[src/rtl/prog_loader_pkg.sv]
// prog_loader_pkg
// Shared definitions for the program loader and the CPU instruction memory:
// loader FSM state encoding, instruction-memory geometry and the default
// CPU reset hold time after a load.
package prog_loader_pkg;

   localparam int IMEM_ADDR_W        = 6;
   localparam int IMEM_WORDS         = 64;
   localparam int RESET_HOLD_DEFAULT = 4;

   typedef enum logic [1:0] {
      IDLE  = 2'd0,
      RECV  = 2'd1,
      WRITE = 2'd2,
      HOLD  = 2'd3
   } state_t;

endpackage

[src/rtl/prog_loader_if.sv]
// prog_loader_if
// Groups the byte-stream handshake and the instruction-memory write port.
//   byte_valid / byte_data : byte source -> loader
//   byte_ready             : loader -> byte source
//   imem_wen / imem_waddr / imem_wdata : loader -> instruction memory
// master: the loader side.  slave: the byte source / memory side.
interface prog_loader_if;
   import prog_loader_pkg::*;

   logic                   byte_valid;
   logic [7:0]             byte_data;
   logic                   byte_ready;
   logic                   imem_wen;
   logic [IMEM_ADDR_W-1:0] imem_waddr;
   logic [31:0]            imem_wdata;

   modport master (
      input  byte_valid, byte_data,
      output byte_ready, imem_wen, imem_waddr, imem_wdata
   );

   modport slave (
      output byte_valid, byte_data,
      input  byte_ready, imem_wen, imem_waddr, imem_wdata
   );

endinterface

[src/rtl/prog_loader_byte_packer.sv]
// byte_packer
// Collects four accepted bytes into a little-endian 32-bit word.
//   clk, resetn  : clock, synchronous active-low reset
//   accept_i     : a byte is consumed this cycle
//   byte_i       : the byte being consumed
//   clear_i      : restart at byte lane 0
//   word_o       : stored lanes with the current byte already merged in
//   word_full_o  : this cycle's accepted byte completes the word
// word_o/word_full_o look through to the incoming byte so the owner can
// register the finished word on the same edge that accepts its last byte.
module byte_packer (
   input  logic        clk,
   input  logic        resetn,
   input  logic        accept_i,
   input  logic [7:0]  byte_i,
   input  logic        clear_i,
   output logic [31:0] word_o,
   output logic        word_full_o
);

   logic [1:0]  idx_q, idx_d;
   logic [31:0] lanes_q, lanes_d;

   // Merge the incoming byte into its lane and advance the lane index.
   always_comb begin
      word_o      = lanes_q;
      word_full_o = 1'b0;
      lanes_d     = lanes_q;
      idx_d       = idx_q;
      if (accept_i) begin
         word_o[idx_q*8 +: 8] = byte_i;
         word_full_o          = (idx_q == 2'd3);
      end
      if (clear_i) begin
         lanes_d = '0;
         idx_d   = '0;
      end else if (accept_i) begin
         lanes_d = word_o;
         idx_d   = idx_q + 2'd1;
      end
   end

   // Lane storage and index.
   always_ff @(posedge clk) begin
      if (!resetn) begin
         idx_q   <= '0;
         lanes_q <= '0;
      end else begin
         idx_q   <= idx_d;
         lanes_q <= lanes_d;
      end
   end

endmodule

[src/rtl/prog_loader.sv]
// prog_loader
// Loads a program from a byte stream into the 64-word instruction memory,
// holding the CPU in reset during the load and for RESET_HOLD cycles after.
//   clk, resetn    : clock, synchronous active-low reset
//   load_start_i   : start a load (sampled in IDLE only)
//   word_count_i   : words to load, legal 1..MAX_WORDS
//   bus            : byte stream in, instruction-memory write port out
//   cpu_resetn_o   : active-low CPU reset
//   busy_o         : load in progress
//   done_o         : one-cycle pulse at load completion
//   err_o          : one-cycle pulse on an illegal word count
//   checksum_o     : XOR of all words written in the current/last load
// All outputs are registered.
module prog_loader
   import prog_loader_pkg::*;
#(
   parameter int ADDR_W     = IMEM_ADDR_W,
   parameter int MAX_WORDS  = IMEM_WORDS,
   parameter int RESET_HOLD = RESET_HOLD_DEFAULT
) (
   input  logic              clk,
   input  logic              resetn,
   input  logic              load_start_i,
   input  logic [6:0]        word_count_i,
   prog_loader_if.master     bus,
   output logic              cpu_resetn_o,
   output logic              busy_o,
   output logic              done_o,
   output logic              err_o,
   output logic [31:0]       checksum_o
);

   state_t              state_q, state_d;
   logic [6:0]          count_q, count_d;
   logic [6:0]          word_idx_q, word_idx_d;
   logic [7:0]          hold_cnt_q, hold_cnt_d;
   logic                byte_ready_q, byte_ready_d;
   logic                imem_wen_q, imem_wen_d;
   logic [ADDR_W-1:0]   imem_waddr_q, imem_waddr_d;
   logic [31:0]         imem_wdata_q, imem_wdata_d;
   logic                cpu_resetn_q, cpu_resetn_d;
   logic                busy_q, busy_d;
   logic                done_q, done_d;
   logic                err_q, err_d;
   logic [31:0]         checksum_q, checksum_d;

   logic                accept;
   logic                pack_clear;
   logic [31:0]         pack_word;
   logic                pack_full;
   logic                count_ok;

   // byte_ready_q is only ever high in RECV, so it alone qualifies a handshake.
   assign accept   = bus.byte_valid & byte_ready_q;
   assign count_ok = (word_count_i != 7'd0) && (word_count_i <= 7'(MAX_WORDS));

   byte_packer u_packer (
      .clk         (clk),
      .resetn      (resetn),
      .accept_i    (accept),
      .byte_i      (bus.byte_data),
      .clear_i     (pack_clear),
      .word_o      (pack_word),
      .word_full_o (pack_full)
   );

   // Next-state and next-output logic; every output is computed one cycle
   // ahead so that it appears registered together with the state it belongs to.
   always_comb begin
      state_d      = state_q;
      count_d      = count_q;
      word_idx_d   = word_idx_q;
      hold_cnt_d   = hold_cnt_q;
      byte_ready_d = byte_ready_q;
      imem_wen_d   = 1'b0;
      imem_waddr_d = imem_waddr_q;
      imem_wdata_d = imem_wdata_q;
      cpu_resetn_d = cpu_resetn_q;
      busy_d       = busy_q;
      done_d       = 1'b0;
      err_d        = 1'b0;
      checksum_d   = checksum_q;
      pack_clear   = 1'b0;

      case (state_q)
         IDLE: begin
            cpu_resetn_d = 1'b1;
            byte_ready_d = 1'b0;
            busy_d       = 1'b0;
            if (load_start_i) begin
               if (count_ok) begin
                  count_d      = word_count_i;
                  checksum_d   = '0;
                  word_idx_d   = '0;
                  pack_clear   = 1'b1;
                  busy_d       = 1'b1;
                  cpu_resetn_d = 1'b0;
                  byte_ready_d = 1'b1;
                  state_d      = RECV;
               end else begin
                  err_d = 1'b1;
               end
            end
         end

         RECV: begin
            if (pack_full) begin
               byte_ready_d = 1'b0;
               imem_wen_d   = 1'b1;
               imem_waddr_d = word_idx_q[ADDR_W-1:0];
               imem_wdata_d = pack_word;
               checksum_d   = checksum_q ^ pack_word;
               state_d      = WRITE;
            end
         end

         WRITE: begin
            if (word_idx_q == count_q - 7'd1) begin
               hold_cnt_d = 8'(RESET_HOLD - 1);
               state_d    = HOLD;
            end else begin
               word_idx_d   = word_idx_q + 7'd1;
               pack_clear   = 1'b1;
               byte_ready_d = 1'b1;
               state_d      = RECV;
            end
         end

         HOLD: begin
            if (hold_cnt_q == 8'd0) begin
               done_d       = 1'b1;
               busy_d       = 1'b0;
               cpu_resetn_d = 1'b1;
               state_d      = IDLE;
            end else begin
               hold_cnt_d = hold_cnt_q - 8'd1;
            end
         end

         default: state_d = IDLE;
      endcase
   end

   // State and output registers.
   always_ff @(posedge clk) begin
      if (!resetn) begin
         state_q      <= IDLE;
         count_q      <= '0;
         word_idx_q   <= '0;
         hold_cnt_q   <= '0;
         byte_ready_q <= 1'b0;
         imem_wen_q   <= 1'b0;
         imem_waddr_q <= '0;
         imem_wdata_q <= '0;
         cpu_resetn_q <= 1'b0;
         busy_q       <= 1'b0;
         done_q       <= 1'b0;
         err_q        <= 1'b0;
         checksum_q   <= '0;
      end else begin
         state_q      <= state_d;
         count_q      <= count_d;
         word_idx_q   <= word_idx_d;
         hold_cnt_q   <= hold_cnt_d;
         byte_ready_q <= byte_ready_d;
         imem_wen_q   <= imem_wen_d;
         imem_waddr_q <= imem_waddr_d;
         imem_wdata_q <= imem_wdata_d;
         cpu_resetn_q <= cpu_resetn_d;
         busy_q       <= busy_d;
         done_q       <= done_d;
         err_q        <= err_d;
         checksum_q   <= checksum_d;
      end
   end

   assign bus.byte_ready = byte_ready_q;
   assign bus.imem_wen   = imem_wen_q;
   assign bus.imem_waddr = imem_waddr_q;
   assign bus.imem_wdata = imem_wdata_q;
   assign cpu_resetn_o   = cpu_resetn_q;
   assign busy_o         = busy_q;
   assign done_o         = done_q;
   assign err_o          = err_q;
   assign checksum_o     = checksum_q;

endmodule

[src/flat_wrapper.sv]
// flat-port wrapper written by rule: the top's interface ports become plain ports
module prog_loader_flat import prog_loader_pkg::*;
#(
   parameter int ADDR_W     = IMEM_ADDR_W,
   parameter int MAX_WORDS  = IMEM_WORDS,
   parameter int RESET_HOLD = RESET_HOLD_DEFAULT
)
  (clk, resetn, load_start_i, word_count_i, cpu_resetn_o, busy_o, done_o, err_o, checksum_o, bus_byte_valid, bus_byte_data, bus_byte_ready, bus_imem_wen, bus_imem_waddr, bus_imem_wdata);
  prog_loader_if bus_i ();
  input  logic clk;
  input  logic resetn;
  input  logic load_start_i;
  input  logic [6:0] word_count_i;
  output logic cpu_resetn_o;
  output logic busy_o;
  output logic done_o;
  output logic err_o;
  output logic [31:0] checksum_o;
  input wire logic [$bits(bus_i.byte_valid)-1:0] bus_byte_valid;
  input wire logic [$bits(bus_i.byte_data)-1:0] bus_byte_data;
  output wire logic [$bits(bus_i.byte_ready)-1:0] bus_byte_ready;
  output wire logic [$bits(bus_i.imem_wen)-1:0] bus_imem_wen;
  output wire logic [$bits(bus_i.imem_waddr)-1:0] bus_imem_waddr;
  output wire logic [$bits(bus_i.imem_wdata)-1:0] bus_imem_wdata;
  assign bus_i.byte_valid = bus_byte_valid;
  assign bus_i.byte_data = bus_byte_data;
  assign bus_byte_ready = bus_i.byte_ready;
  assign bus_imem_wen = bus_i.imem_wen;
  assign bus_imem_waddr = bus_i.imem_waddr;
  assign bus_imem_wdata = bus_i.imem_wdata;
  prog_loader #(.ADDR_W(ADDR_W), .MAX_WORDS(MAX_WORDS), .RESET_HOLD(RESET_HOLD)) u_core (.clk(clk), .resetn(resetn), .load_start_i(load_start_i), .word_count_i(word_count_i), .bus(bus_i), .cpu_resetn_o(cpu_resetn_o), .busy_o(busy_o), .done_o(done_o), .err_o(err_o), .checksum_o(checksum_o));
endmodule
[config.mk]
export PLATFORM = sky130hd
export DESIGN_NAME = prog_loader_flat
export DESIGN_NICKNAME = d
export VERILOG_FILES = /design/src/rtl/prog_loader_pkg.sv /design/src/rtl/prog_loader_if.sv /design/src/rtl/prog_loader_byte_packer.sv /design/src/rtl/prog_loader.sv /design/src/flat_wrapper.sv
export SDC_FILE = /design/constraint.sdc
export NUM_CORES = 1
export LEC_CHECK = 0
export CORE_ASPECT_RATIO = 1.75
export CORE_UTILIZATION = 52
export DETAILED_ROUTE_END_ITERATION = 12
export GPL_ROUTABILITY_DRIVEN = 0
export MAX_ROUTING_LAYER = met4
export PLACE_DENSITY = 0.8
export SETUP_SLACK_MARGIN = 0.5
export SLEW_MARGIN = 20
export SYNTH_ARGS = -nofsm -noshare
export SYNTH_HDL_FRONTEND = slang
export SYNTH_SLANG_ARGS = --single-unit
[constraint.sdc]
create_clock -name clk -period 6.67 [get_ports clk]
set_input_delay 1.334 -clock clk [delete_from_list [all_inputs] [get_ports clk]]
set_output_delay 1.334 -clock clk [all_outputs]
set_load 0.01 [all_outputs]
==> reports/summary.txt, run 1 <==
Status -> complete, no violations
Crit Path Category -> primary input to register
CP max FO -> 48
Clock Latency Late Sink -> 420 ps
Max-slew headroom -> 0.247
Post-CTS sizing -> 0
Overall power -> 2.20 mW
Slowest stage delay, CP -> 570 ps
Final hold viol count -> 0
Clock Path Buffers -> 2
Hold/Removal Path Class -> register to register
Drt total wl -> 14100 um
Synth Area in XOR/XNOR -> 0.0265
Primary FF master, synth -> dfxtp_1
WP buf/inv -> 1
Synth Cell Area -> 0.00561 sq mm
Period minus WS final -> 3960 ps
Clock transition at path regs -> 60 ps
Post-synthesis register bit count -> 134
Synth top area share -> 0.478
Initial core utilization -> 0.541
Worst-Margin Slew -> 1120 ps
Slew Limit Fails -> 0
Main combinational cell family by area after synthesis -> compound AO/OA/AOI/OAI gates
Pwr dens -> 304 mW/mm^2
Final setup viols -> 0
Largest net degree at the start of global routing -> 77
Die Y -> 139 um
Antenna diodes -> 0
Leak Pwr -> 2.79 nW
# Post-CTS Setup Buffers -> 0
Post-synthesis adder-cell area fraction -> 0.0290
Antenna-violating nets left -> 0
Hold Startpoint -> u_core.cpu_resetn_o
Share of cells above drive strength 1 -> 0.0724
First-pass GRT wire length -> 22700 um
Cell Chain, Critical Path -> clkdlybuf4s50_1, or4_4, o31a_4, o32ai_4, nand2_2, or3_1, a21oi_1
DRC viols -> 0
Final period util -> 0.594
Sequential share of the synthesized area -> 0.478
Worst-case vdd ir drop -> 0.231 mV
Synth area leaders -> dfxtp_1, nand2_1, o211a_1
Clock Skews -> 10.4 ps
Simple-gate share of the synthesized area -> 0.192
CP required -> 7010 ps
Unique masters post-synth -> 58
WL/cell -> 16.9 um
DRT iter0 DRCs -> 233
Average cell area after synthesis -> 9.18 sq um
Synth area leader -> dfxtp_1
Vias -> 4884
Post-CTS Hold Buffers -> 0
CTS buffer count -> 17
R2r startpoint -> u_core.count_q[0]
IO Pins -> 95
Hold WS -> 444 ps
Via density per instance -> 5.88
CTS tree -> done
FP Rows -> 49
Die width -> 80.5 um
EDFF count, synth -> 0
Max-cap viol count -> 0
Core area -> 0.0104 sq mm
CP max stage cell -> or4_4
Clk sinks -> 134
Worst Setup SP -> word_count_i[0]
Die area -> 0.0112 sq mm
CP Launch Type -> primary input
Multiplexer share of the synthesized area -> 0.0143
Syn-to-layout area delta -> 28.8%
Yosys Warn Count -> 0
Critical path endpoint category -> register
Grt ovf -> 0
Fmax -> 0.252 GHz
IO Port Bufs -> 94
Root buf cell -> clkbuf_16
GRT Util Overall -> 0.268
Synth Area in Compound Gates -> 0.223
Post-synthesis cell count -> 611
Initial antenna violation count -> 0
Net Count, Synth -> 643
RSZ-0062 raised after global routing -> false
Fin nets -> 724
Crit path max-delay family -> simple AND/OR/NAND/NOR gates
Worst Path Arrival -> 4300 ps
DRT Pass-1 Iters -> 5
Final HPWL DP -> 9520 um
Ys async rst share -> 0
Post-Route Setup TNS -> 0 ps
CTS H-Tree Depth -> 4
Vias in the first global route -> 4865
[cell usage in the layout (no fill, tap or decap), types with 3 or more instances in the layout]
cell / count
dfxtp_1: 134
clkdlybuf4s50_1: 93
nand2_1: 67
nor2_1: 41
a21oi_1: 35
o21ai_0: 35
nand3_1: 34
or3_1: 27
a22oi_1: 24
o211a_1: 24
clkbuf_16: 17
nor2b_1: 16
a21boi_0: 16
inv_1: 15
xor2_1: 14
ha_1: 13
mux2i_1: 8
a22o_1: 8
clkbuf_1: 4
bufinv_16: 4
buf_4: 4
xnor2_1: 3
nor3_1: 3
and3_1: 3
or2_2: 3
nand2b_1: 3
o22ai_1: 3
o211ai_1: 3
o32ai_1: 3
clkinv_2: 3
[cells in the mapped netlist, types with 2 or more instances]
master / instances
nand3_1: 34
a21oi_1: 35
dfxtp_1: 134
o21ai_0: 35
mux2i_1: 8
ha_1: 13
a22o_1: 8
nand2_1: 67
a21boi_0: 16
o2111a_1: 2
or2_2: 3
a22oi_1: 24
xor2_1: 14
o31a_1: 2
o211ai_1: 3
and3_1: 3
or4b_2: 2
nor2_1: 42
o31ai_1: 2
nor2b_1: 16
nand2b_1: 3
nor3_1: 3
o32ai_1: 3
buf_4: 2
o211a_1: 24
o22ai_1: 3
xnor2_1: 3
nand4_1: 2
buf_2: 4
nor4_1: 4
and2_1: 2
clkbuf_2: 3
or3_1: 27
clkbuf_1: 27
inv_1: 15
[cell type report]
cell class	count	area (sq um)
fill	814	3130
multi-input combinational	426	2760
sequential	134	2680
timing repair buffer	98	966
clock buffer	22	454
tap	127	159
clock inverter	9	151
inverter	15	56.3
[routing by layer]
layer  track usage  vias to the layer above  share of wire
li1              -                     2357              -
met1         0.270                     2342           0.38
met2         0.476                      156           0.55
met3        0.0662                       29          0.050
met4         0.112                        0          0.022
met5             -                        -              0
[tightest hold or removal path, delay by kind of cell, from the launching register on]
| family | cells | cell delay [ps] |
|---|---|---|
| buffers and inverters | 1 | 50 |
| DFF | 1 | 300 |
| AOI/OAI and AO/OA | 1 | 50 |
[where the power goes]
part	switching, mW	internal [mW]
clock	0.336	0.632
sequential	0.0286	0.828
combinational	0.246	0.128
total	0.611	1.59
[sequential cells by signal, summed over array words and instances (netlist names)]
| name | flops |
|---|---|
| u_core.busy_o | 1 |
| u_core.count_q | 7 |
| u_core.done_o | 1 |
| u_core.checksum_o | 32 |
| u_core.u_packer.idx_q | 2 |
| u_core.word_idx_q | 7 |
| u_core.cpu_resetn_o | 1 |
| u_core.u_packer.lanes_q | 32 |
| u_core.bus.imem_waddr | 6 |
| u_core.bus.imem_wdata | 32 |
| u_core.hold_cnt_q | 8 |
| u_core.bus.byte_ready | 1 |
| u_core.state_q | 2 |
| u_core.err_o | 1 |
| u_core.bus.imem_wen | 1 |
[per-stage QoR]
stage / cells / setup slack, ps / utilization / instance area, sq um
CTS: 831 / 2650 / 0.696 / 7210
finish: 831 / 2710 / 0.698 / 7230
detailed placement: 800 / 2250 / 0.638 / 6610
floorplan: 611 / 3300 / - / 5610
global placement: 800 / 2410 / 0.638 / 6610
global route: 831 / 2600 / 0.698 / 7230
[final timing paths]
kind                                  to  slack (ps)  depth (start not counted)
max                u_core.checksum_o[20]        2710                          7
min                  u_core.cpu_resetn_o         440                          2
max reg2reg  u_core.u_packer.lanes_q[29]        3550                          8
min reg2reg          u_core.cpu_resetn_o         440                          2
[cell families after synthesis]
family | Yosys count
and+or+nand+nor | 216
adders and majority gates | 13
AOI/OAI and AO/OA | 172
DFF | 134
buffers and inverters | 51
xor gates and xnor gates | 17
muxes | 8
Note: power is estimated with default switching activity, not from simulation.
==> run 2: changes to the inputs <==
Settings changed: CORE_UTILIZATION 52 to 48, PLACE_DENSITY 0.8 to 0.78.
Clock period 6.67 ns to 3.5 ns, I/O delays scaled along.
==> run 2 against run 1 <==
Effect of this change:
- utilization decreased by 4.8 points
- setup slack got worse by 2100 ps
- largest power group unchanged
- sequential share of layout area decreased by 0.34 points
- clock skew decreased by 3.1 ps
- critical path depth unchanged
- design area increased by 0.93%
- sequential power increased by 90%
- clock power increased by 75%
- critical endpoint is now u_core.word_idx_q[4]
- wire length decreased by 1.7%
- non-clock buffer count increased by 8
- worst hold slack improved by 1.9 ps
==> reports/summary.txt, run 2 (synthesis gave the netlist of run 1 again) <==
Initial antenna violation count -> 0 (unchanged)
Global route hottest layer -> met2
R2r startpoint -> u_core.count_q[0]
Reg-to-Reg End -> u_core.u_packer.lanes_q[27]
CP Capture Point -> u_core.word_idx_q[4]
Final period util -> 0.813
Most frequent cells in the layout -> dfxtp_1, clkdlybuf4s50_1, nand2_1
Critical path endpoint category -> register
DRT iter0 DRCs -> 225 (-3.4%)
Status -> complete, no violations
Met3 usage -> 0.0512 (-0.0150)
First-pass GRT wire length -> 23100 um (+1.6%)
Clock Path Buffers -> 2 (unchanged)
Die Y -> 145 um (+4.0%)
Post-route cell area -> 0.00729 sq mm (+0.93%)
Post-CTS Hold Buffers -> 0 (unchanged)
Met2 Track Usage GR -> 0.431 (-0.0446)
Die width -> 83.7 um (+4.0%)
Worst Path Arrival -> 3150 ps (-1150 ps)
GRT Util Overall -> 0.241 (-0.0272)
Syn-to-layout area delta -> 30.0%
Pwr dens -> 559 mW/mm^2 (+84%)
Core area -> 0.0112 sq mm (+8.4%)
Grt ovf -> 0 (unchanged)
Root buf cell -> clkbuf_16
CP required -> 3800 ps (-3210 ps)
Via density per instance -> 5.81 (-1.2%)
Share of cells above drive strength 1 -> 0.0870 (+0.0145)
Initial core utilization -> 0.500 (-0.0419)
Max-slew headroom -> 0.431 (+0.185)
CTS H-Tree Depth -> 4 (unchanged)
Final setup viols -> 0 (unchanged)
Die area -> 0.0121 sq mm (+8.2%)
Largest net degree at the start of global routing -> 64 (-17%)
Max-cap viol count -> 0 (unchanged)
Clock Latency Late Sink -> 420 ps (about the same)
Crit Path Category -> primary input to register
Antenna diodes -> 0 (unchanged)
# Post-CTS Setup Buffers -> 0 (unchanged)
# fillers -> 899 (+10%)
Drt total wl -> 13800 um (-1.7%)
DRC viols -> 0 (unchanged)
Slew Limit Fails -> 0 (unchanged)
IO Port Bufs -> 94 (unchanged)
Worst Setup SP -> word_count_i[0]
Final HPWL DP -> 9590 um (+0.77%)
Fmax -> 0.351 GHz
R2r setup slk -> 700 ps (-2850 ps)
Worst-Margin Slew -> 840 ps (-280 ps)
Worst-case vdd ir drop -> 0.492 mV (+110%)
CTS tree -> done
Period minus WS final -> 2850 ps
CTS buffer count -> 17 (unchanged)
Clock transition at path regs -> 60 ps (about the same)
Vias in the first global route -> 4931 (+1.4%)
DRT Pass-1 Iters -> 5 (unchanged)
CP Launch Type -> primary input
Area of the multi-input gates -> 0.00275 sq mm (-0.41%)
Post-Route Setup TNS -> 0 ps (unchanged)
Most common cell after layout, fill and taps aside -> dfxtp_1
Post-CTS sizing -> 0 (unchanged)
Final hold viol count -> 0 (unchanged)
Vias -> 4908 (+0.49%)
FP Rows -> 51 (+4.1%)
Register area -> 0.00268 sq mm (unchanged)
Antenna-violating nets left -> 0 (unchanged)
Placed cell area -> 0.00673 sq mm (+1.8%)
Met1 Use GR -> 0.251 (-0.0197)
Clk sinks -> 134 (unchanged)
Clock Skews -> 7.31 ps (-3.06 ps)
Fin nets -> 732 (+1.1%)
RSZ-0062 raised after global routing -> false
Cells on worst reg2reg path -> 9 (+1)
CP max FO -> 7 (-85%)
Leak Pwr -> 2.81 nW (+0.84%)
WL/cell -> 16.4 um (-3.4%)
IO Pins -> 95 (unchanged)
Hold/Removal Path Class -> register to register
run 2: worst max-delay path, stage by stage:
cell	delay [ps]
clkdlybuf4s50_1	430
or4_4	570
o31a_4	350
o31ai_1	400
o311ai_1	340
o211ai_1	260
o31ai_1	90
run 2: area by class of cell:
cell class	count	area share
Timing Repair Buffer	106	0.148
Clock buffer	18	0.0602
Tap cell	132	0.0226
Inverter	15	0.00772
Clock inverter	14	0.0177
Sequential cell	134	0.368
Multi-Input combinational cell	426	0.377
run 2: worst min path at each step:
| stage | to | cells after the start | startpoint |
|---|---|---|---|
| after detailed placement | u_core.cpu_resetn_o | 2 | u_core.cpu_resetn_o |
| after floorplan | u_core.hold_cnt_q[7] | 2 | u_core.hold_cnt_q[7] |
| after global routing | u_core.cpu_resetn_o | 2 | u_core.cpu_resetn_o |
| after CTS | u_core.cpu_resetn_o | 2 | u_core.cpu_resetn_o |
| final | u_core.cpu_resetn_o | 2 | u_core.cpu_resetn_o |
| after global placement | u_core.cpu_resetn_o | 2 | u_core.cpu_resetn_o |
run 2: metrics by stage:
| step | cells | util | hold slack [ps] | setup slack (ps) | power (mW) |
|---|---|---|---|---|---|
| 5_1_grt | 845 | 0.650 | 482 | 555 | 4.26 |
| 3_3_place_gp | 813 | 0.599 | 429 | 282 | 2.38 |
| 4_1_cts | 845 | 0.649 | 450 | 626 | 4.09 |
| 3_5_place_dp | 813 | 0.599 | 441 | 250 | 2.41 |
| 2_1_floorplan | 611 | - | 446 | 768 | 2.17 |
| 6_report | 845 | 0.650 | 446 | 653 | 4.08 |
run 2: metal layers:
metal / vias to the layer above / wire length, um
met2: 142 / 7510
li1: 2369 / -
met3: 20 / 698
met4: 0 / 233
met1: 2377 / 5390
met5: - / 0
run 2: power breakdown:
group	internal [mW]	switching (mW)
combinational	0.288	0.472
clock	0.998	0.692
sequential	1.58	0.0525
total	2.86	1.22
